File: src/rtl/keypad_pkg.sv
// Shared types and constants for the keypad number-entry block.
// Imported by keypad_key_encoder and keypad_number_entry.
package keypad_pkg;

    typedef logic [3:0] Digit;

    localparam int unsigned DIGIT_BASE = 10;

    typedef enum logic [1:0] {
        WAIT_RELEASE = 2'd0,
        IDLE         = 2'd1,
        HELD         = 2'd2
    } state_t;

endpackage

File: src/rtl/keypad_key_encoder.sv
// Combinational encoder: one-hot digit keys -> digit index, exactly-one flag and any-key flag.
module keypad_key_encoder
    import keypad_pkg::*;
(
    input  logic [9:0] i_key,
    output Digit       o_digit,
    output logic       o_exactly_one,
    output logic       o_any
);

    logic [9:0] w_key_minus_one;

    assign w_key_minus_one = i_key - 10'd1;
    assign o_any           = |i_key;
    // Power-of-two test: a single set bit leaves nothing after clearing the lowest one.
    assign o_exactly_one   = o_any && ((i_key & w_key_minus_one) == 10'd0);

    always_comb begin
        o_digit = '0;
        for (int i = 9; i >= 0; i--) begin
            if (i_key[i]) begin
                o_digit = Digit'(i);
            end
        end
    end

endmodule

File: src/rtl/keypad_number_entry.sv
// Edge-accepted keypad number entry with backspace, clear, enter/commit and overflow guard.
// Optional idle auto-clear enabled by defining KEYPAD_ENTRY_TIMEOUT_EN.
module keypad_number_entry
    import keypad_pkg::*;
#(
    parameter int WIDTH          = 16,
    parameter int MAX_DIGITS     = 5,
    parameter int TIMEOUT_CYCLES = 1000
) (
    input  logic             clk,
    input  logic             rst_n,
    input  logic [9:0]       key,
    input  logic             backspace,
    input  logic             clear,
    input  logic             enter,
    output logic [WIDTH-1:0] value,
    output logic [3:0]       digit_count,
    output logic [WIDTH-1:0] committed,
    output logic             commit_valid,
    output logic [3:0]       last_digit,
    output logic             overflow
);

    if (MAX_DIGITS < 1 || MAX_DIGITS > 10 || TIMEOUT_CYCLES < 1) begin : g_bad_params
        $error("keypad_number_entry: MAX_DIGITS must be 1..10 and TIMEOUT_CYCLES >= 1");
    end

    state_t           r_state;
    logic [WIDTH-1:0] r_value;
    logic [3:0]       r_digit_count;
    logic [WIDTH-1:0] r_committed;
    logic             r_commit_valid;
    Digit             r_last_digit;
    logic             r_overflow;

    Digit             w_digit;
    logic             w_exactly_one;
    logic             w_any_key;
    logic             w_any;
    logic [WIDTH+3:0] w_next_value;
    logic             w_reject;

    keypad_key_encoder u_encoder (
        .i_key         (key),
        .o_digit       (w_digit),
        .o_exactly_one (w_exactly_one),
        .o_any         (w_any_key)
    );

    assign w_any = backspace | clear | enter | w_any_key;

    // Four extra bits hold value*10+9 without wrapping, so the range check is exact.
    assign w_next_value = ({4'b0000, r_value} * (WIDTH+4)'(DIGIT_BASE)) + (WIDTH+4)'(w_digit);
    assign w_reject     = (r_digit_count == 4'(MAX_DIGITS)) || (|w_next_value[WIDTH+3:WIDTH]);

`ifdef KEYPAD_ENTRY_TIMEOUT_EN
    localparam int CNT_W = $clog2(TIMEOUT_CYCLES + 1);
    logic [CNT_W-1:0] r_idle_cnt;
`endif

    always_ff @(posedge clk or negedge rst_n) begin
        if (!rst_n) begin
            r_state        <= WAIT_RELEASE;
            r_value        <= '0;
            r_digit_count  <= '0;
            r_committed    <= '0;
            r_commit_valid <= 1'b0;
            r_last_digit   <= '0;
            r_overflow     <= 1'b0;
`ifdef KEYPAD_ENTRY_TIMEOUT_EN
            r_idle_cnt     <= '0;
`endif
        end else begin
            r_commit_valid <= 1'b0;
`ifdef KEYPAD_ENTRY_TIMEOUT_EN
            r_idle_cnt     <= '0;
`endif
            case (r_state)
                WAIT_RELEASE: begin
                    if (!w_any) begin
                        r_state <= IDLE;
                    end
                end
                IDLE: begin
                    if (w_any) begin
                        r_state <= HELD;
                        if (clear) begin
                            r_value       <= '0;
                            r_digit_count <= '0;
                            r_last_digit  <= '0;
                            r_overflow    <= 1'b0;
                        end else if (enter) begin
                            r_committed    <= r_value;
                            r_commit_valid <= 1'b1;
                            r_value        <= '0;
                            r_digit_count  <= '0;
                            r_overflow     <= 1'b0;
                        end else if (backspace) begin
                            r_overflow <= 1'b0;
                            if (r_digit_count != 4'd0) begin
                                r_value       <= WIDTH'(r_value / WIDTH'(DIGIT_BASE));
                                r_digit_count <= r_digit_count - 4'd1;
                            end
                        end else if (w_exactly_one) begin
                            if (w_reject) begin
                                r_overflow <= 1'b1;
                            end else begin
                                r_value       <= w_next_value[WIDTH-1:0];
                                r_digit_count <= r_digit_count + 4'd1;
                                r_last_digit  <= w_digit;
                            end
                        end
                    end
`ifdef KEYPAD_ENTRY_TIMEOUT_EN
                    else if (r_digit_count != 4'd0) begin
                        if (r_idle_cnt == CNT_W'(TIMEOUT_CYCLES - 1)) begin
                            r_value       <= '0;
                            r_digit_count <= '0;
                            r_last_digit  <= '0;
                            r_overflow    <= 1'b0;
                        end else begin
                            r_idle_cnt <= r_idle_cnt + 1'b1;
                        end
                    end
`endif
                end
                HELD: begin
                    if (!w_any) begin
                        r_state <= IDLE;
                    end
                end
                default: r_state <= WAIT_RELEASE;
            endcase
        end
    end

    assign value        = r_value;
    assign digit_count  = r_digit_count;
    assign committed    = r_committed;
    assign commit_valid = r_commit_valid;
    assign last_digit   = r_last_digit;
    assign overflow     = r_overflow;

endmodule

File: config.mk
export PLATFORM = sky130hd
export DESIGN_NAME = keypad_number_entry
export DESIGN_NICKNAME = d
export VERILOG_FILES = /design/src/rtl/keypad_pkg.sv /design/src/rtl/keypad_key_encoder.sv /design/src/rtl/keypad_number_entry.sv
export SDC_FILE = /design/constraint.sdc
export NUM_CORES = 1
export LEC_CHECK = 0
export CORE_MARGIN = 2
export CORE_UTILIZATION = 30
export DETAILED_ROUTE_END_ITERATION = 7
export PLACE_DENSITY_LB_ADDON = 0.1
export RECOVER_POWER = 100
export SKIP_LAST_GASP = 1
export SYNTH_ARGS = -nofsm -noshare
export SYNTH_HDL_FRONTEND = slang
export SYNTH_SLANG_ARGS = --single-unit
File: constraint.sdc
create_clock -name clk -period 5.7 [get_ports clk]
set_input_delay 0.855 -clock clk [delete_from_list [all_inputs] [get_ports clk]]
set_output_delay 0.855 -clock clk [all_outputs]
set_load 0.01 [all_outputs]
---- Word level (Yosys, flattened, before mapping) ----
Cells that the tools add are included.
W data, S select, Z words.
word-level totals
  register bits after elaboration ......... 44
  bits in latches ......................... 0
  RAM bits ................................ 0
  bits in read-only memories .............. 0
  input bits .............................. 15
  output and inout port bits .............. 42
  memories kept ........................... 0
operators by class
  add/sub/neg operators ................... 4
  multipliers ............................. 1
  div/mod/pow operators ................... 1
  order comparisons ....................... 0
  equality and inequality tests ........... 10
  shift-type cells ........................ 0
  muxes and demuxes ....................... 39
  bitwise operators ....................... 5
  reduce and logical (&&, ||, !) cells .... 16
operators with widths
  operator                 count
  $mux W16                 6
  $mux W4                  21
  $add A20 B4 Y20          1
  $mul A16 B3 Y19 const B  1
  $div A16 B4 Y16 const B  1
  $reduce_bool A4 Y1       3
  $and A10 B10 Y10         1
  $logic_not A10 Y1        1
  $reduce_or A10 Y1        1
  $sub A10 B1 Y10 const B  1
  $mux W1                  9
  $ne A2 B2 Y1 const B     4
  $reduce_and A4 Y1        2
  $reduce_and A6 Y1        1
  $reduce_and A5 Y1        1
  $add A4 B1 Y4 const B    1
  $eq A4 B3 Y1 const B     1
  $mux W2                  2
  $ne A4 B1 Y1 const B     1
  $ne A4 B4 Y1 const B     1
  $pmux W2 S2              1
  $reduce_or A4 Y1         1
  $sub A4 B1 Y4 const B    1
  $or A1 B1 Y1             3
  10 further kinds         10

---- Depth between registers and ports, before layout ----
Gate-level depths: netlist of run 1.
  depth in word-level cells ............... 18
  mapped depth ............................ 19
  gate-level depth less buffers ........... 18

---- Cells and area by module ----
Synthesis of run 1 repeated with hierarchy kept, for this count alone.
unflattened totals
  cells, all modules ...................... 609
  area, all modules ....................... 5170.0 um^2
modules (own cells, without submodules)
  module               instances  cells each  area each (um^2)  sequential area each (um^2)
  keypad_number_entry  1          578         4961.0            1101.1
  keypad_key_encoder   1          31          209.0             0.0

---- Least setup slack after synthesis of run 1 ----
No wires, ideal clock.
  path kind ............................... register to register
  from .................................... reg r_value[3] (netlist: value[3])
  to ...................................... reg r_digit_count[2] (netlist: digit_count[2])
  library setup time ...................... 95 ps
  data arrival time ....................... 4577 ps
  required time ........................... 5605 ps
  setup slack ............................. 1027 ps
  cell stages (with the launch flop) ...... 19
  buffers on the path ..................... 1
  cells stage by stage .................... dfrtp_1 -> ha_1 -> ha_1 -> inv_1 -> fa_1 -> nor2b_1 -> o21ai_0 -> a21boi_0 -> o21ai_1 -> a21oi_1 -> o21a_1 -> or3_1 -> o2111ai_1 -> or4b_1 -> a311o_1 -> a311oi_1 -> a31oi_1 -> clkbuf_1 -> o31ai_1
on the way
  word-level cells in the longest chain between the ends .. 6
RTL lines
  what                         RTL line                    RTL
  from (decl)                  keypad_number_entry.sv:29   logic [WIDTH-1:0] r_value;
  from (signal assigned)       keypad_number_entry.sv:101  r_value <= WIDTH'(r_value / WIDTH'(DIGIT_BASE));
  from (signal assigned)       keypad_number_entry.sv:108  r_value <= w_next_value[WIDTH-1:0];
  $mul A16 B3 Y19              keypad_number_entry.sv:53   assign w_next_value = ({4'b0000, r_value} * (WIDTH+4)'(DIGIT_BASE)) + (WIDTH+4)'(w_digit);
  $add A20 B4 Y20              keypad_number_entry.sv:53
  $reduce_or A4 Y1             keypad_number_entry.sv:54   assign w_reject = (r_digit_count == 4'(MAX_DIGITS)) || (|w_next_value[WIDTH+3:WIDTH]);
  $logic_or A1 B1 Y1           keypad_number_entry.sv:54
  $ne A4 B4 Y1 (no line)       --
  $reduce_and A5 Y1 (no line)  --
  to (signal assigned)         keypad_number_entry.sv:102  r_digit_count <= r_digit_count - 4'd1;
  to (signal assigned)         keypad_number_entry.sv:109  r_digit_count <= r_digit_count + 4'd1;
  to (decl)                    keypad_number_entry.sv:30   logic [3:0] r_digit_count;
Every way passes these cells.
A chain may end at the register's enable or synchronous reset.

---- Final worst setup path of run 1 ----
  from .................................... reg r_value[3] (netlist: value[3])
  to ...................................... reg r_value[11] (netlist: value[11])
on the way
  word-level cells in the longest chain between the ends .. 7
  elaborated cells between the ends (all ways) .. 13
  classes of those cells .................. 1 x add/sub; 1 x mul; 1 x div; 1 x eq/ne; 6 x mux; 3 x reduce/logical
RTL lines
  what
  branches (longest 7 deep; another with $div A16 B4 Y16)
Several ways; the timed one is not identified. The select of a mux whose other input is x is not followed.

==> impl_metrics.json, run 1 <==
{
  "synth_xor_area_frac": 0.0522,
  "final_common_cell": "nand2_1",
  "dp_hpwl_um": 11900,
  "arrival_ns": 5.42,
  "drt_wl_total_um": 16400,
  "power.density_mw_per_mm2": 123,
  "grt_pass1_wl_um": 26700,
  "core_sq_mm": 0.0171,
  "tightest_slew_ns": 2.82,
  "antenna_found_initial": 0,
  "postSynthAreaPerCell_sq_um": 7.76,
  "firstDrtPassIters": 5,
  "final_cell_mix": "86 x nand2_1, 54 x nor2_1, 44 x dfrtp_1",
  "dp_slack_ns": 0.169,
  "die-area_sq_mm": 0.0183,
  "synthAdderAreaFrac": 0.0951,
  "postSynth.asyncResetShare": 1.00,
  "syn2layout_area_growth_pct": 18.4,
  "n_antenna_cell": 0,
  "vias": 5225,
  "yosysUniqueCellTypes": 88,
  "cp_top_family": "compound AO/OA/AOI/OAI gates",
  "finalWorstSetupSlack_ns": 0.472,
  "worst-path-buf-inv": 1,
  "cp_max_fo": 11,
  "clock_sinks": 44,
  "hold_path_class": "reg2reg",
  "synth_flop_cell": "dfrtp_1",
  "grt_start_max_net_pins": 45,
  "worstPathRequired_ns": 5.89,
  "io_buffers": 56,
  "die_y_um": 135,
  "fmax_mhz": 191,
  "setup_viol": 0,
  "post_cts_buffers": 0,
  "yosys.area_share.simple": 0.255,
  "critical_path.max_stage_delay_ns": 0.60,
  "netlist_instances": 668,
  "max_slew_margin": -0.881,
  "period_share": 0.917,
  "clk_latency_ns": 0.30,
  "initialDrtViolationCount": 385,
  "track_usage": 0.181,
  "layout.nets": 762,
  "final_antenna_net_count": 0,
  "yosysWarnings": 0,
  "placedCellCount": 929,
  "yosysSeqAreaShare": 0.213,
  "synth_top_family_by_area": "compound AO/OA/AOI/OAI gates",
  "fin_skew_ns": 0.00905,
  "synth_fp_nets": 719,
  "io_pins": 57,
  "via_per_inst": 5.59,
  "clock-root-buffer": "clkbuf_16",
  "htreeDepth": 2,
  "fin_util": 0.358,
  "crit_path_frequent_cell": "ha_1",
  "path_class": "reg2reg",
  "overflow": 0,
  "final_layout_size_suffix_gt1_frac": 0.0761,
  "rsz0062_at_grt": "no",
  "synth.ff_latch_count": 44,
  "violations": "max-capacitance violations, max-slew violations",
  "drc_errors": 0,
  "synth.mux.area_fraction": 0.0355,
  "start_util": 0.303,
  "max-vdd-ir-drop_mv": 0.117,
  "fp.dieW_um": 135,
  "drv_slew": 45,
  "synth_compound_area_frac": 0.287,
  "p_leak_nw": 2.51,
  "synth_edf_count": 0,
  "gp_congestion": 0.850,
  "tritoncts": "done",
  "cp_cell_sequence": "ha_1 -> ha_1 -> inv_1 -> fa_1 -> nor2b_1 -> o21ai_0 -> a21boi_1 -> o21ai_1 -> a21oi_1 -> o21a_1 -> or3_1 -> o2111ai_1 -> or4b_1 -> a311o_1 -> a311oi_2 -> a31o_2 -> mux2_2",
  "fin_crit_ns": 5.23,
  "rows": 48,
  "crit_path_start_kind": "flop",
  "end_kind": "flop",
  "clock_path_buffers": 2,
  "syn_area_sq_mm": 0.00518,
  "cts_buffers": 5,
  "status": "finished, violations left",
  "maxCapViolCount": 1,
  "finalHoldViolations": 0,
  "clk_pin_slew_ns": 0.07,
  "fin_cells": 935,
  "grt_pass1_vias": 5107,
  "cp_slowest_cell": "or4b_1",
  "fin_tns_setup_ns": 0,
  "wl_per_cell_um": 17.5
}
## synthesized netlist by cell type, types with 5 or more instances
library cell,n,area share
nand2_1,86,0.062
nor2_1,54,0.039
dfrtp_1,44,0.21
a21oi_1,39,0.038
o21ai_0,39,0.038
ha_1,33,0.080
clkbuf_1,24,0.017
inv_1,23,0.017
xnor2_1,22,0.037
nand3_1,19,0.018
nor3_1,14,0.014
o31ai_1,13,0.019
nor2b_1,12,0.014
o2111ai_1,12,0.020
o211ai_1,12,0.017
buf_2,10,0.0097
or3_1,10,0.012
a31oi_1,8,0.0097
nand4_1,8,0.0097
a211oi_1,7,0.010
a21o_1,7,0.010
and3_1,7,0.0085
nand2b_1,7,0.0085
xor2_1,7,0.012
a311oi_1,6,0.010
buf_6,6,0.013
mux2i_1,6,0.012
nand3b_1,6,0.0087
o32ai_1,6,0.010
or2_2,6,0.0072
and2_1,5,0.0060
mux2_2,5,0.011
o21a_1,5,0.0072
o21ai_1,5,0.0048
o22ai_1,5,0.0060
## registers in the layout (all words and copies together) (netlist names)
name / cells
committed: 16
value: 16
digit_count: 4
last_digit: 4
r_state: 2
commit_valid: 1
overflow: 1
## cell type report
class / instances / area (sq um)
fill: 1778 / 11000
clock inverter: 1 / 30.0
sequential: 44 / 1100
inverter: 26 / 97.6
clock buffer: 5 / 125
tap: 225 / 282
multi-input combinational: 554 / 3790
timing repair buffer: 80 / 702
## final timing paths
path	start	endpoint	slack, ns	cells past startpoint
setup / recovery	value[3]$_DFFE_PN0P_	value[11]$_DFFE_PN0P_	0.47	17
min in group asynchronous	rst_n	committed[14]$_DFFE_PN0P_	1.56	2
max in group asynchronous	rst_n	value[5]$_DFFE_PN0P_	2.54	2
hold reg to reg	r_state[1]$_DFFE_PN0P_	r_state[0]$_DFFE_PN0P_	0.46	1
hold / removal	r_state[1]$_DFFE_PN0P_	r_state[0]$_DFFE_PN0P_	0.46	1
setup reg to reg	value[3]$_DFFE_PN0P_	value[11]$_DFFE_PN0P_	0.47	17
## power by group
group          internal, mW  switching [mW]  total, mW
Combinational        0.0399          0.0614      0.101
Clock                 0.203           0.139      0.342
Sequential            0.313         0.00166      0.314
Total                 0.555           0.202      0.757
## cells by family (layout without fill, tap and decap cells)
kind of cell               count (synthesis)  after routing
adders and majority gates                 38             38
buffers and inverters                     70            112
xor gates and xnor gates                  30             30
DFF                                       44             44
AOI/OAI and AO/OA                        212            212
muxes                                     14             14
and+or+nand+nor                          260            260
## metal layers
layer / wire [um] / GRT usage
met1: 7790 / 0.242
met2: 7890 / 0.313
met3: 544 / 0.0258
met4: 177 / 0.0359
met5: 0 / 0
## per-stage QoR
| stage | total power [mW] | hold WS, ns | instance area [sq um] |
|---|---|---|---|
| finish | 0.757 | 0.460 | 6130 |
| global route | 0.789 | 0.495 | 6130 |
| CTS | 0.767 | 0.462 | 6140 |
| detailed placement | 0.422 | 0.452 | 5990 |
| global placement | 0.421 | 0.443 | 5990 |
| floorplan | 0.381 | 0.434 | 5180 |
## timing repair
action,in CTS,in global routing
resized for setup,0,4
setup endpoints to repair,0,16
hold buffers,0,0
(Power assumes the default switching activity.)
==> run 2: changes to the inputs <==
Settings changed: CAP_MARGIN set to 20.
==> results of run 2 <==
No change in the layout: final DEF, timing and power equal those of run 1.
==> run 3: changes to the inputs <==
Settings changed: CELL_PAD_IN_SITES_DETAIL_PLACEMENT set to 1, CELL_PAD_IN_SITES_GLOBAL_PLACEMENT set to 2.
==> run 3 against run 2 <==
  * The flow still finishes with violations (max-capacitance violations, max-slew violations)
  * Die area is the same
  * Combinational power is essentially flat
  * Critical path depth shrank 2
  * Via count grew 2.1%
  * Worst setup slack lost 0.0088 ns
  * Maximum frequency shrank 0.17%
  * Sequential power is essentially flat
  * Clock power shrank 6.4%
  * Final area is essentially flat
  * Critical endpoint is now value[0]$_DFFE_PN0P_
  * Highest routed layer unchanged
==> impl_metrics.json, run 3 (synthesis results as in run 1) <==
{
  "crit_path_frequent_cell": "nand3_1",
  "worstPathRequired_ns": 5.89,
  "power.density_mw_per_mm2": 120,
  "max-vdd-ir-drop_mv": 0.0988,
  "clock_sinks": 44,
  "final_common_cell": "nand2_1",
  "post_cts_buffers": 0,
  "drc_errors": 0,
  "layout.nets": 766,
  "setup_viol": 0,
  "syn2layout_area_growth_pct": 18.3,
  "fin_area_sq_mm": 0.00613,
  "tritoncts": "done",
  "cp_slowest_cell": "a2111oi_4",
  "maxCapViolCount": 1,
  "rsz0062_at_grt": "no",
  "io_buffers": 56,
  "period_share": 0.919,
  "dp_hpwl_um": 13300,
  "crit_path_start_kind": "flop",
  "wl_per_cell_um": 19.1,
  "die-area_sq_mm": 0.0183,
  "postPlaceCellArea_sq_mm": 0.00602,
  "clock_path_buffers": 2,
  "clk_latency_ns": 0.31,
  "n_antenna_cell": 0,
  "grt_start_max_net_pins": 45,
  "fillers": 2097,
  "rows": 48,
  "p_leak_nw": 2.51,
  "finalHoldViolations": 0,
  "max_slew_margin": -0.757,
  "hp-start": "r_state[0]$_DFFE_PN0P_",
  "core_sq_mm": 0.0171,
  "hold_path_class": "reg2reg",
  "vias": 5336,
  "fmax_mhz": 191,
  "final_layout_size_suffix_gt1_frac": 0.0810,
  "fin_crit_ns": 5.24,
  "fp.dieW_um": 135,
  "ctsHoldBuffers": 0,
  "regArea_sq_mm": 0.00110,
  "final_cell_mix": "86 x nand2_1, 54 x nor2_1, 43 x dfrtp_1",
  "clock-root-buffer": "clkbuf_16",
  "cts_buffers": 5,
  "fin_tns_setup_ns": 0,
  "io_pins": 57,
  "track_usage": 0.204,
  "cp_cell_sequence": "nor2b_1 -> o32ai_1 -> a2111oi_4 -> mux2i_1 -> nor4b_1 -> or2_2 -> nand3_1 -> buf_4 -> a31oi_1 -> nand3_1 -> o2111ai_1 -> o211ai_1 -> or3_1 -> o22ai_1 -> o21ai_1",
  "htreeDepth": 2,
  "critical_path.max_stage_delay_ns": 0.75,
  "r2r-start": "value[13]$_DFFE_PN0P_",
  "fin_skew_ns": 0.00539,
  "firstDrtPassIters": 4,
  "start_util": 0.303,
  "via_per_inst": 5.67,
  "tightest_slew_ns": 2.64,
  "clk_pin_slew_ns": 0.07,
  "cts_resized": 0,
  "multi_input_area_sq_mm": 0.00377,
  "cp_max_fo": 17,
  "gp_congestion": 0.854,
  "setup.worst_path.start": "value[13]$_DFFE_PN0P_",
  "final_antenna_net_count": 0,
  "die_y_um": 135,
  "initialDrtViolationCount": 255,
  "path_class": "reg2reg",
  "end_kind": "flop",
  "grt_pass1_wl_um": 29800,
  "status": "finished, violations left",
  "violations": "max-capacitance violations, max-slew violations",
  "antenna_found_initial": 0,
  "drt_wl_total_um": 18000,
  "drv_slew": 45,
  "grt_pass1_vias": 5608,
  "arrival_ns": 5.43,
  "overflow": 0
}
run 3: metal layers:
layer	up-vias	wire length, um	track usage
met5	-	0	0
met4	0	290	0.0550
met3	17	393	0.0254
met2	70	8650	0.353
met1	2650	8680	0.270
li1	2599	-	-
run 3: worst paths after layout:
path / endpoint / depth (start not counted) / slack, ns
worst min register to register: r_state[0]$_DFFE_PN0P_ / 1 / 0.47
worst max-delay path: value[0]$_DFFE_PN0P_ / 15 / 0.46
worst max register to register: value[0]$_DFFE_PN0P_ / 15 / 0.46
worst min-delay path: r_state[0]$_DFFE_PN0P_ / 1 / 0.47
max in group asynchronous: value[15]$_DFFE_PN0P_ / 2 / 2.54
min in group asynchronous: committed[4]$_DFFE_PN0P_ / 2 / 1.46
run 3: stage by stage:
stage	cells	power (mW)	hold slack [ns]	worst slack, ns	utilization
4_1_cts	941	0.751	0.471	0.422	0.360
3_3_place_gp	933	0.422	0.445	0.348	0.352
3_5_place_dp	933	0.425	0.460	0.248	0.352
5_1_grt	941	0.770	0.497	0.00544	0.358
2_1_floorplan	668	0.381	0.434	1.03	-
6_report	941	0.737	0.468	0.464	0.358
run 3: critical path: cells and delay by family, from the launching register on:
family | cells | cell delay (ns)
AO/OA/AOI/OAI | 7 | 2.32
multiplexers | 1 | 0.17
buffers and inverters | 1 | 0.18
AND/OR/NAND/NOR | 6 | 1.85
flip-flops | 1 | 0.59
run 3: area by class of cell:
cell class                 count  share of cell area
clock inverter                 3             0.00388
tap                          225              0.0459
multi-input combinational    554               0.616
sequential                    44               0.180
clock buffer                   5              0.0204
inverter                      26              0.0159
timing repair buffer          84               0.118
run 3: where the power goes:
| group | switching (mW) | internal (mW) | total [mW] | leakage, nW |
|---|---|---|---|---|
| clock network | 0.156 | 0.164 | 0.320 | 0.0660 |
| logic | 0.0632 | 0.0404 | 0.104 | 1.85 |
| registers | 0.00118 | 0.312 | 0.314 | 0.593 |
| total | 0.220 | 0.517 | 0.737 | 2.51 |
